**config.mk**
```make
export PLATFORM = sky130hd
export DESIGN_NAME = bin2bcd_seq
export DESIGN_NICKNAME = d
export VERILOG_FILES = /design/src/rtl/bin2bcd_pkg.sv /design/src/rtl/bcd_digit_adj.sv /design/src/rtl/bin2bcd_seq.sv
export SDC_FILE = /design/constraint.sdc
export NUM_CORES = 1
export LEC_CHECK = 0
export ABC_AREA = 1
export BUFFER_PORTS_ARGS = -buffer_cell sky130_fd_sc_hd__buf_2
export CAP_MARGIN = 20
export CORE_MARGIN = 2
export CORE_UTILIZATION = 50
export DETAILED_ROUTE_END_ITERATION = 7
export PLACE_DENSITY_LB_ADDON = 0.12
export SLEW_MARGIN = 20
export SYNTH_ARGS = -nofsm -noshare
export SYNTH_HDL_FRONTEND = slang
export SYNTH_SLANG_ARGS = --single-unit
```
**constraint.sdc**
```tcl
create_clock -name clk -period 1.55 [get_ports clk]
set_input_delay 0.2325 -clock clk [delete_from_list [all_inputs] [get_ports clk]]
set_output_delay 0.2325 -clock clk [all_outputs]
set_load 0.02 [all_outputs]
```
**src/rtl/bin2bcd_pkg.sv**
```systemverilog
// Shared definitions for the sequential binary-to-BCD converter:
// FSM state encoding, the saturation digit and the counter width helper.
package bin2bcd_pkg;

  typedef enum logic [1:0] {
    IDLE  = 2'd0,
    SHIFT = 2'd1,
    DONE  = 2'd2
  } state_t;

  localparam logic [3:0] BCD_NINE = 4'h9;

  // Counter must hold the value BIN_W itself, hence +1.
  function automatic int cnt_width(input int w);
    return $clog2(w + 1);
  endfunction

endpackage

```
**src/rtl/bcd_digit_adj.sv**
```systemverilog
// Double-dabble digit correction: a BCD digit of 5 or more gets +3 so the
// following left shift carries cleanly into the next digit.
module bcd_digit_adj (
  input  logic [3:0] d,
  output logic [3:0] q
);

  // Pure combinational add-3 when d >= 5; no carry leaves the digit.
  always_comb begin
    q = d;
    if (d >= 4'd5) q = d + 4'd3;
  end

endmodule

```
**src/rtl/bin2bcd_seq.sv**
```systemverilog
// Sequential binary-to-BCD converter, one input bit per clock (shift-add-3).
// Results that do not fit in DIGITS digits set overflow and saturate to 9s.
// Optional build macro BIN2BCD_SIGNED_EN: treat bin as two's complement,
// convert the magnitude and report the sign on bcd_neg.
module bin2bcd_seq
  import bin2bcd_pkg::*;
#(
  parameter int BIN_W  = 8,
  parameter int DIGITS = 3
) (
  input  logic                  clk,
  input  logic                  rst_n,
  input  logic                  in_valid,
  output logic                  in_ready,
  input  logic [BIN_W-1:0]      bin,
  output logic                  out_valid,
  input  logic                  out_ready,
  output logic [4*DIGITS-1:0]   bcd,
  output logic                  bcd_neg,
  output logic                  overflow
);

  localparam int CW = cnt_width(BIN_W);
  localparam int BW = 4 * DIGITS;

  state_t             state;
  logic [CW-1:0]      cnt;
  logic [BIN_W-1:0]   bin_work;
  logic [BW-1:0]      bcd_work;
  logic [BW-1:0]      bcd_adj;
  logic [BW-1:0]      bcd_nxt;
  logic               ovf_acc;
  logic               ovf_nxt;
  logic               neg_work;
  logic [BIN_W-1:0]   mag;
  logic               neg_in;

`ifdef BIN2BCD_SIGNED_EN
  // Magnitude kept at BIN_W bits so the most negative value maps to 2^(BIN_W-1).
  assign neg_in = bin[BIN_W-1];
  assign mag    = neg_in ? (BIN_W'(0) - bin) : bin;
`else
  assign neg_in = 1'b0;
  assign mag    = bin;
`endif

  // Per-digit add-3 correction ahead of the shift.
  for (genvar k = 0; k < DIGITS; k++) begin : g_dig
    bcd_digit_adj u_adj (
      .d (bcd_work[4*k +: 4]),
      .q (bcd_adj[4*k +: 4])
    );
  end

  // Corrected digits shifted left with the next binary bit entering at the bottom;
  // the bit falling off the top digit means the value no longer fits.
  assign bcd_nxt = {bcd_adj[BW-2:0], bin_work[BIN_W-1]};
  assign ovf_nxt = ovf_acc | bcd_adj[BW-1];

  // Control FSM with registered handshake and result outputs.
  always_ff @(posedge clk or negedge rst_n) begin
    if (!rst_n) begin
      state     <= IDLE;
      cnt       <= '0;
      bin_work  <= '0;
      bcd_work  <= '0;
      ovf_acc   <= 1'b0;
      neg_work  <= 1'b0;
      in_ready  <= 1'b1;
      out_valid <= 1'b0;
      bcd       <= '0;
      bcd_neg   <= 1'b0;
      overflow  <= 1'b0;
    end else begin
      case (state)
        IDLE: begin
          if (in_valid && in_ready) begin
            bin_work <= mag;
            neg_work <= neg_in;
            bcd_work <= '0;
            ovf_acc  <= 1'b0;
            cnt      <= CW'(BIN_W);
            in_ready <= 1'b0;
            state    <= SHIFT;
          end
        end
        SHIFT: begin
          bcd_work <= bcd_nxt;
          bin_work <= {bin_work[BIN_W-2:0], 1'b0};
          ovf_acc  <= ovf_nxt;
          cnt      <= cnt - 1'b1;
          // Last bit: publish the result straight from the next-state values.
          if (cnt == CW'(1)) begin
            bcd       <= ovf_nxt ? {DIGITS{BCD_NINE}} : bcd_nxt;
            overflow  <= ovf_nxt;
            bcd_neg   <= neg_work;
            out_valid <= 1'b1;
            state     <= DONE;
          end
        end
        DONE: begin
          if (out_valid && out_ready) begin
            out_valid <= 1'b0;
            in_ready  <= 1'b1;
            state     <= IDLE;
          end
        end
        default: state <= IDLE;
      endcase
    end
  end

endmodule

```
==> results of run 1 <==
per-layer routing:
| layer | wire, microns | GRT usage [%] |
|---|---|---|
| met5 | 0 | 0 |
| met1 | 1990 | 25.8 |
| met4 | 43 | 4.58 |
| met2 | 2090 | 31.8 |
| met3 | 213 | 4.94 |
power groups by stage:
stage | clock (mW) | sequential, mW | combinational, mW
finish | 0.828 | 1.09 | 0.0446
global route | 0.894 | 1.09 | 0.0517
CTS | 0.846 | 1.09 | 0.0466
detailed placement | 0 | 1.12 | 0.0447
global placement | 0 | 1.12 | 0.0449
floorplan | 0 | 1.12 | 0.00459
how the worst max path moves through the flow:
stage                      from  endpoint  slack (ns)  depth (start not counted)
finish              bcd_work[9]    bcd[6]        0.06                         10
CTS                 bcd_work[9]    bcd[3]        0.02                         12
detailed placement  bcd_work[1]    bcd[4]       -0.04                          9
global route        bcd_work[9]    bcd[4]       -0.03                         12
global placement    bcd_work[1]    bcd[4]      -0.001                          9
floorplan           bcd_work[8]    bcd[0]        0.11                         12
kinds of logic (layout without fill, tap and decap cells):
| group | after synthesis | count (layout) | synth area share (%) |
|---|---|---|---|
| AO/OA/AOI/OAI | 42 | 42 | 11.4 |
| other | 1 | 1 | 0.174 |
| flip-flops | 42 | 42 | 48.9 |
| buffers and inverters | 44 | 84 | 10.0 |
| AND/OR/NAND/NOR | 121 | 121 | 24.4 |
| XOR/XNOR | 1 | 1 | 0.407 |
| adder cells (fa/ha/maj) | 8 | 8 | 4.65 |
placed cells by master, fill, tap and decap left out, drive strengths merged:
cell type,synthesis,routed
o211ai,7,7
a32o,1,1
nand2,87,87
nand3,19,19
xnor2,1,1
clkbuf,0,8
buf,9,40
nand4,1,1
conb,1,1
o22ai,7,7
dlygate4sd3,0,1
nor2,13,13
a21oi,5,5
dfrtp,41,41
ha,8,8
nor3,1,1
o21ai,22,22
dfstp,1,1
inv,35,35
layout make-up:
cell class,count,area [sq um]
Tap cell,50,62.6
Clock buffer,8,110
Inverter,35,134
Sequential cell,42,1050
Timing Repair Buffer,41,262
Fill cell,360,1530
Multi-Input combinational cell,173,912
flip-flops by register name, summed over array words and instances, names as in the netlist:
name,cells
bcd,12
bcd_work,12
bin_work,8
cnt,4
in_ready,1
out_valid,1
overflow,1
ovf_acc,1
state,2
Yosys cell counts:
cell | number | area [sq um]
nand2_1 | 83 | 312
dfrtp_1 | 41 | 1030
inv_1 | 32 | 120
nand3_1 | 19 | 95.1
o21ai_0 | 14 | 70.1
nor2_1 | 9 | 33.8
ha_1 | 8 | 100
o211ai_1 | 7 | 52.6
o21ai_1 | 7 | 35.0
o22ai_1 | 7 | 43.8
a21oi_1 | 5 | 25.0
buf_6 | 5 | 56.3
nand2_2 | 3 | 18.8
buf_2 | 2 | 10.0
buf_4 | 2 | 15.0
inv_2 | 2 | 7.51
nor2_2 | 2 | 12.5
a32o_1 | 1 | 10.0
conb_1 | 1 | 3.75
dfstp_2 | 1 | 26.3
inv_4 | 1 | 6.26
nand2_4 | 1 | 11.3
nand4_1 | 1 | 6.26
nor2_4 | 1 | 11.3
nor2_8 | 1 | 20.0
nor3_1 | 1 | 5.00
o21ai_2 | 1 | 8.76
xnor2_1 | 1 | 8.76
metrics by stage:
stage	util, %	hold WS, ns
4_1_cts	61.1	0.172
2_1_floorplan	-	-0.0631
6_report	62.4	0.175
5_1_grt	62.4	0.200
3_3_place_gp	58.1	0.228
3_5_place_dp	58.1	0.225
what timing repair did:
action                                  4_1_cts  5_1_grt
pin swaps                                     0        3
endpoints found under the hold margin        41        0
endpoints found under the setup margin        5       16
gates resized for setup                       1       14
cloned                                        0        1
setup buffers                                 0        2
hold buffers                                  1        0
worst reg2reg max path, stage by stage, from the launching register on:
cell and delay (ns):
dfrtp_1 0.41, inv_2 0.11, ha_1 0.17, nand2_2 0.07, nand2_1 0.08, nand2_1 0.06, nor2_2 0.15, nor2_4 0.06
buf_4 0.15, nand3_1 0.07, nand2_1 0.05
==> flow_metrics.env, run 1 <==
export IMPL_cp_common_cell="nand2_1"
export IMPL_min_from="bin[0]"
export IMPL_gp_congestion=0.818
export IMPL_drt_initial_drc_count=107
export IMPL_post_place_ws_ns=-0.0391
export IMPL_start_util_pct=53.0
export IMPL_reg2reg_depth=10
export IMPL_cp_arrival_ns=1.68
export IMPL_cts_sinks=42
export IMPL_grt_use_total_pct=19.4
export IMPL_ys_types=28
export IMPL_status="completed"
export IMPL_pwr_density_cell_mw_per_mm2=777
export IMPL_num_rows=23
export IMPL_r2r_end="bcd[6]"
export IMPL_fp_dieH_microns=69.6
export IMPL_cp_slowest_cell="dfrtp_1"
export IMPL_drt_pass1_iterations=4
export IMPL_worstSkewPairLatency_ns=0.30
export IMPL_wl_per_cell_microns=12.4
export IMPL_irDropWorstVdd_mv=0.494
export IMPL_drive_above_1_share_pct=23.4
export IMPL_setup_worst_path_start_class="register"
export IMPL_drc=0
export IMPL_postRouteAntennaNets=0
export IMPL_grt_overflow=0
export IMPL_final_setup_worst_slack_ns=0.0626
export IMPL_dpl_cell_count=337
export IMPL_numPortBuffers=26
export IMPL_seq_power_share_pct=55.7
export IMPL_fin_cells=349
export IMPL_vias_per_cell=5.05
export IMPL_grt_pass1_wl_microns=7550
export IMPL_vias=1764
export IMPL_clkPwrFrac_pct=42.1
export IMPL_switching_share_pct=20.6
export IMPL_die_area_sq_mm=0.00484
export IMPL_slowest_delay_ns=0.41
export IMPL_syn_area_sq_mm=0.00215
export IMPL_coreArea_sq_mm=0.00406
export IMPL_clk_pin_slew_ns=0.08
export IMPL_synth_seq_area_share_pct=48.9
export IMPL_design_portCount=28
export IMPL_clockBufferDepth=2
export IMPL_cts_root_buf="clkbuf_8"
export IMPL_combPwrFrac_pct=2.3
export IMPL_worst_ep_required_time_ns=1.74
export IMPL_cts_tree="built"
export IMPL_die_w_microns=69.6
export IMPL_end_kind="register"
export IMPL_dpl_cell_area_sq_mm=0.00236
export IMPL_period_needed_ns=1.49
export IMPL_synth_cells=259
export IMPL_yosys_warnings=0
export IMPL_setup_viol=0
export IMPL_syn_num_nets=279
export IMPL_p_leak_nw=1.34
export IMPL_finalSetupTns_ns=0
export IMPL_path_cells="inv_2 > ha_1 > nand2_2 > nand2_1 > nand2_1 > nor2_2 > nor2_4 > buf_4 > nand3_1 > nand2_1"
export IMPL_dpl_hpwl_microns=2880
export IMPL_worstHoldPathCells=3
export IMPL_setup_worst_path_class="reg2reg"
export IMPL_htreeDepth=2
export IMPL_fin_area_sq_mm=0.00253
export IMPL_cp_top_family="simple AND/OR/NAND/NOR gates"
export IMPL_n_antenna_cell=0
export IMPL_grt_max_degree=43
export IMPL_final_nets=318
export IMPL_max_cap_violations=0
export IMPL_area_growth_pct=17.7
export IMPL_hold_violations=0
export IMPL_power_switching_mw=0.406
export IMPL_skew_ns=0.00484
export IMPL_hold_end="bin_work[0]"
export IMPL_crit_path_max_fanout=5
export IMPL_grt_pass1_vias=1694
export IMPL_syn_avg_cell_area_sq_um=8.30
export IMPL_antenna_found_initial=0
export IMPL_max_clock_freq_mhz=672
export IMPL_min_path_type="in2reg"
export IMPL_intPower_mw=1.56
export IMPL_critPathBufInv=2
export IMPL_ys_ff_latch=42
export IMPL_timing_rr_start="bcd_work[9]"
export IMPL_routed_wl_microns=4340
export IMPL_finalPower_mw=1.97
export IMPL_r2r_slack_ns=0.06
export IMPL_numCtsBuffers=5
export IMPL_drv_slew=0
export IMPL_finalCritPeriodShare_pct=96.0
(Power assumes the default switching activity.)
==> run 2: changes to the inputs <==
- CORE_ASPECT_RATIO: unset -> 1.5
==> run 2 against run 1 <==
Clock power is 8.9% lower. Power is 3.8% lower. Sequential power is essentially flat. Clock-buffer cell count decreased by 2. Non-clock buffer count is 2 lower. Largest cell class unchanged. Largest power group unchanged.
==> flow_metrics.env, run 2 (same netlist as run 1, synthesis figures left out) <==
export IMPL_highest_layer="met4"
export IMPL_post_place_ws_ns=0.0138
export IMPL_period_needed_ns=1.47
export IMPL_htreeDepth=2
export IMPL_cp_common_cell="nand2_1"
export IMPL_area_growth_pct=18.0
export IMPL_finalPower_mw=1.89
export IMPL_final_common_cell="nand2_1"
export IMPL_cp_slowest_cell="dfrtp_1"
export IMPL_die_w_microns=57.6
export IMPL_dr_wl_met3_microns=114
export IMPL_design_portCount=28
export IMPL_numPortBuffers=26
export IMPL_max_clock_freq_mhz=681
export IMPL_wl_met2_microns=2440
export IMPL_slowest_delay_ns=0.40
export IMPL_skew_ns=0.00688
export IMPL_fin_area_sq_mm=0.00254
export IMPL_grt_use_total_pct=21.2
export IMPL_fp_dieH_microns=84.3
export IMPL_drt_initial_drc_count=72
export IMPL_crit_path_max_fanout=7
export IMPL_num_rows=29
export IMPL_gp_congestion=0.827
export IMPL_finalCritPeriodShare_pct=94.8
export IMPL_final_setup_worst_slack_ns=0.0811
export IMPL_setup_worst_path_start_class="register"
export IMPL_min_path_type="in2reg"
export IMPL_grt_pass1_vias=1877
export IMPL_largest_registers="bcd (12), bcd_work (12), bin_work (8)"
export IMPL_setup_viol=0
export IMPL_cts_sinks=42
export IMPL_cts_tree="built"
export IMPL_drv_slew=0
export IMPL_coreArea_sq_mm=0.00417
export IMPL_critPathBufInv=3
export IMPL_pwr_density_cell_mw_per_mm2=746
export IMPL_drive_above_1_share_pct=24.9
export IMPL_hold_violations=0
export IMPL_cp_top_family="simple AND/OR/NAND/NOR gates"
export IMPL_dpl_hpwl_microns=3070
export IMPL_grt_pass1_wl_microns=7890
export IMPL_vias=1769
export IMPL_p_leak_nw=1.33
export IMPL_drc=0
export IMPL_max_cap_violations=0
export IMPL_grt_overflow=0
export IMPL_end_kind="register"
export IMPL_routed_wl_microns=4480
export IMPL_vias_per_cell=5.16
export IMPL_worstSkewPairLatency_ns=0.30
export IMPL_n_antenna_cell=0
export IMPL_wl_met1_microns=1810
export IMPL_dpl_cell_area_sq_mm=0.00236
export IMPL_rsz0062_at_grt="yes"
export IMPL_status="completed"
export IMPL_wl_per_cell_microns=13.1
export IMPL_die_area_sq_mm=0.00485
export IMPL_grt_max_degree=43
export IMPL_clockBufferDepth=2
export IMPL_numCtsBuffers=5
export IMPL_path_cells="inv_2 > ha_4 > inv_2 > nand2_2 > nand2_1 > nand2_1 > nor2_2 > nor2_4 > buf_12 > nand2_2 > nand2_1 > nand2_1"
export IMPL_cts_root_buf="clkbuf_8"
export IMPL_worst_ep_required_time_ns=1.75
export IMPL_final_nets=316
export IMPL_antenna_found_initial=0
export IMPL_postRouteAntennaNets=0
export IMPL_irDropWorstVdd_mv=0.704
export IMPL_setup_worst_path_class="reg2reg"
export IMPL_clk_pin_slew_ns=0.08
export IMPL_drt_pass1_iterations=4
export IMPL_start_util_pct=51.5
export IMPL_cp_arrival_ns=1.67
export IMPL_final_cell_mix="nand2_1 (77), dfrtp_1 (41), inv_1 (26), buf_2 (26), nand3_1 (19)"
## run 2: changes by cell type in the layout (fill, tap and decap cells not counted), sizes merged
cell      change
buf           -3
clkbuf        -1
clkinv        +1
clkinvlp      +1
## run 2: report_power, final
part / leakage [nW] / total (mW) / switching [mW] / internal [mW]
Sequential: 0.500 / 1.09 / 0 / 1.09
Clock: 0.0472 / 0.754 / 0.396 / 0.358
Combinational: 0.785 / 0.0447 / 0.0279 / 0.0167
Total: 1.33 / 1.89 / 0.424 / 1.47
## run 2: metal layers
layer  track usage, %  vias to the layer above
li1                 -                      896
met1             22.4                      835
met2             37.7                       27
met3             4.62                       11
met4             11.4                        0
met5                0                        -
## run 2: worst reg2reg max path, stage by stage (launching register included)
cell	delay, ns
dfrtp_1	0.40
inv_2	0.11
ha_4	0.14
inv_2	0.03
nand2_2	0.06
nand2_1	0.05
nand2_1	0.06
nor2_2	0.05
nor2_4	0.17
buf_12	0.15
nand2_2	0.04
nand2_1	0.06
nand2_1	0.04
## run 2: cell type report
type | instances | area, sq um
clock buffer | 6 | 82.6
clock inverter | 2 | 12.5
fill | 386 | 1640
inverter | 35 | 134
multi-input combinational | 173 | 926
sequential | 42 | 1050
tap | 46 | 57.6
timing repair buffer | 39 | 273
## run 2: through the flow
stage	utilization, %	setup TNS, ns	cells	hold WS, ns
2_1_floorplan	-	0	259	-0.0631
3_3_place_gp	56.7	0	333	0.226
3_5_place_dp	56.7	0	333	0.223
4_1_cts	59.3	0	342	0.177
5_1_grt	60.8	-0.191	343	0.200
6_report	60.8	0	343	0.171
## run 2: final timing paths
kind	startpoint	slack, ns	cells after the start	to
hold / removal	bin[0]	0.17	3	bin_work[0]
max in group asynchronous	rst_n	0.85	3	in_ready
setup / recovery	bcd_work[9]	0.08	12	bcd[3]
setup reg to reg	bcd_work[9]	0.08	12	bcd[3]
min in group asynchronous	rst_n	0.41	3	bcd_work[10]
hold reg to reg	bcd[0]	0.48	2	bcd[0]
## run 2: repair_timing
item,in CTS,in global routing
hold endpoints to repair,41,0
cloned,0,1
gates resized for setup,1,18
endpoints found under the setup margin,1,15
pin swaps,0,6
hold buffers,1,0
buffers inserted,0,0
==> run 3: changes to the inputs <==
- clock period: 1.55 -> 1.4 ns (I/O delays scaled with it)
==> run 3 against run 2 <==
The flow now finishes with violations (negative setup slack). Clock power is 2% higher. Sequential power rose by 11%. Highest routed layer unchanged. Final cell count increased by 3.8%. Register-to-register slack worse by 0.15 ns. Critical path type unchanged. Die area unchanged. Sequential cell count unchanged. First-iteration DRC count fell by 13%.
==> flow_metrics.env, run 3 (same netlist as run 1, synthesis figures left out) <==
export IMPL_clkPwrFrac_pct=37.9
export IMPL_final_common_cell="nand2_1"
export IMPL_num_rows=29
export IMPL_grt_pass1_vias=1858
export IMPL_wl_per_cell_microns=13.9
export IMPL_power_switching_mw=0.451
export IMPL_cts_sinks=42
export IMPL_hold_violations=0
export IMPL_dpl_hpwl_microns=3380
export IMPL_min_from="bin[4]"
export IMPL_period_needed_ns=1.47
export IMPL_vias_per_cell=5.23
export IMPL_die_area_sq_mm=0.00485
export IMPL_rsz0062_at_grt="yes"
export IMPL_design_portCount=28
export IMPL_pwr_density_cell_mw_per_mm2=749
export IMPL_numCtsBuffers=5
export IMPL_p_leak_nw=1.39
export IMPL_final_setup_worst_slack_ns=-0.0655
export IMPL_crit_path_max_fanout=5
export IMPL_htreeDepth=2
export IMPL_grt_use_total_pct=21.2
export IMPL_area_growth_pct=26.2
export IMPL_multiInputGateArea_sq_mm=0.00100
export IMPL_status="finished, violations left"
export IMPL_final_nets=329
export IMPL_seqCellArea_sq_mm=0.00105
export IMPL_cts_root_buf="clkbuf_8"
export IMPL_routed_wl_microns=4950
export IMPL_max_cap_violations=0
export IMPL_intPower_mw=1.58
export IMPL_irDropWorstVdd_mv=0.687
export IMPL_grt_max_degree=30
export IMPL_finalCritPeriodShare_pct=105
export IMPL_drive_above_1_share_pct=32.3
export IMPL_coreArea_sq_mm=0.00417
export IMPL_switching_share_pct=22.2
export IMPL_finalSetupTns_ns=-0.306
export IMPL_setup_worst_path_class="reg2reg"
export IMPL_cts_tree="built"
export IMPL_gp_congestion=0.858
export IMPL_postRouteAntennaNets=0
export IMPL_skew_ns=0.0114
export IMPL_end_kind="register"
export IMPL_drc=0
export IMPL_n_fill_cell=383
export IMPL_fin_hold_ws_ns=0.170
export IMPL_min_path_type="in2reg"
export IMPL_die_w_microns=57.6
export IMPL_drt_initial_drc_count=63
export IMPL_vias=1863
export IMPL_worstSkewPairLatency_ns=0.30
export IMPL_largest_registers="bcd (12), bcd_work (12), bin_work (8)"
export IMPL_cp_arrival_ns=1.64
export IMPL_violations="negative setup slack"
export IMPL_seq_power_share_pct=59.6
export IMPL_max_clock_freq_mhz=682
export IMPL_worst_ep_required_time_ns=1.58
export IMPL_fp_dieH_microns=84.3
export IMPL_final_cell_mix="nand2_1 (74), dfrtp_1 (41), buf_2 (27)"
export IMPL_combPwrFrac_pct=2.5
export IMPL_setup_viol=12
export IMPL_grt_overflow=0
export IMPL_grt_pass1_wl_microns=8020
export IMPL_timing_rr_start="bcd_work[8]"
export IMPL_setup_worst_path_start_class="register"
export IMPL_n_antenna_cell=0
export IMPL_antenna_found_initial=0
export IMPL_numPortBuffers=26
export IMPL_start_util_pct=51.5
export IMPL_clockBufferDepth=2
export IMPL_startpoint="bcd_work[8]"
export IMPL_clk_pin_slew_ns=0.08
export IMPL_drt_pass1_iterations=4
export IMPL_drv_slew=0
==> run 3: repair_timing <==
item | CTS | global route
pin swaps | 1 | 12
setup endpoints to repair | 18 | 23
endpoints found under the hold margin | 13 | 0
hold buffers | 1 | 0
gates resized for setup | 6 | 35
setup buffers | 0 | 5
cloned | 0 | 1
==> run 3: area by class of cell <==
class / count / area share (%)
clock buffer: 6 / 2.67
clock inverter: 2 / 0.507
inverter: 35 / 5.03
multi-input combinational: 173 / 37.0
sequential: 42 / 38.8
tap: 46 / 2.12
timing repair buffer: 52 / 13.9
==> run 3: critical path: stages (launching register included) <==
cell	delay, ns
dfrtp_1	0.43
inv_2	0.10
ha_4	0.13
inv_2	0.03
nand2_2	0.06
nand2_1	0.05
nand2_1	0.06
nor2_2	0.05
nor2_4	0.15
buf_6	0.14
nand2_2	0.04
nand2_1	0.05
nand2_1	0.06
==> run 3: final timing paths <==
path | slack (ns) | endpoint | cells past startpoint
max | -0.07 | bcd[4] | 12
max reg2reg | -0.07 | bcd[4] | 12
min reg2reg | 0.48 | bcd[7] | 2
min | 0.17 | bin_work[4] | 3
max in group asynchronous | 0.49 | in_ready | 3
min in group asynchronous | 0.35 | bcd[3] | 2
==> run 3: stage by stage <==
| stage | util [%] | worst slack [ns] | std cells | cell area [sq um] | power (mW) |
|---|---|---|---|---|---|
| after floorplan | - | -0.0206 | 259 | 2160 | 1.24 |
| after global placement | 58.7 | -0.0761 | 341 | 2450 | 1.29 |
| after detailed placement | 58.7 | -0.0743 | 341 | 2450 | 1.29 |
| after CTS | 61.5 | -0.0672 | 350 | 2560 | 2.05 |
| after global routing | 65.0 | -0.154 | 356 | 2710 | 2.10 |
| final | 65.0 | -0.0655 | 356 | 2710 | 2.03 |
==> run 3: routing by layer <==
layer / part of all wire [%] / GRT usage [%] / wire length, microns
met5: 0 / 0 / 0
met4: 2.7 / 7.82 / 135
met3: 3.5 / 3.54 / 172
met2: 56 / 38.3 / 2750
met1: 38 / 24.4 / 1880
==> run 3: power groups by stage <==
stage | Combinational, mW | Clock, mW | Sequential, mW
finish | 0.0502 | 0.772 | 1.21
global route | 0.0576 | 0.826 | 1.21
CTS | 0.0524 | 0.782 | 1.21
detailed placement | 0.0501 | 0 | 1.24
global placement | 0.0503 | 0 | 1.24
floorplan | 0.00508 | 0 | 1.24
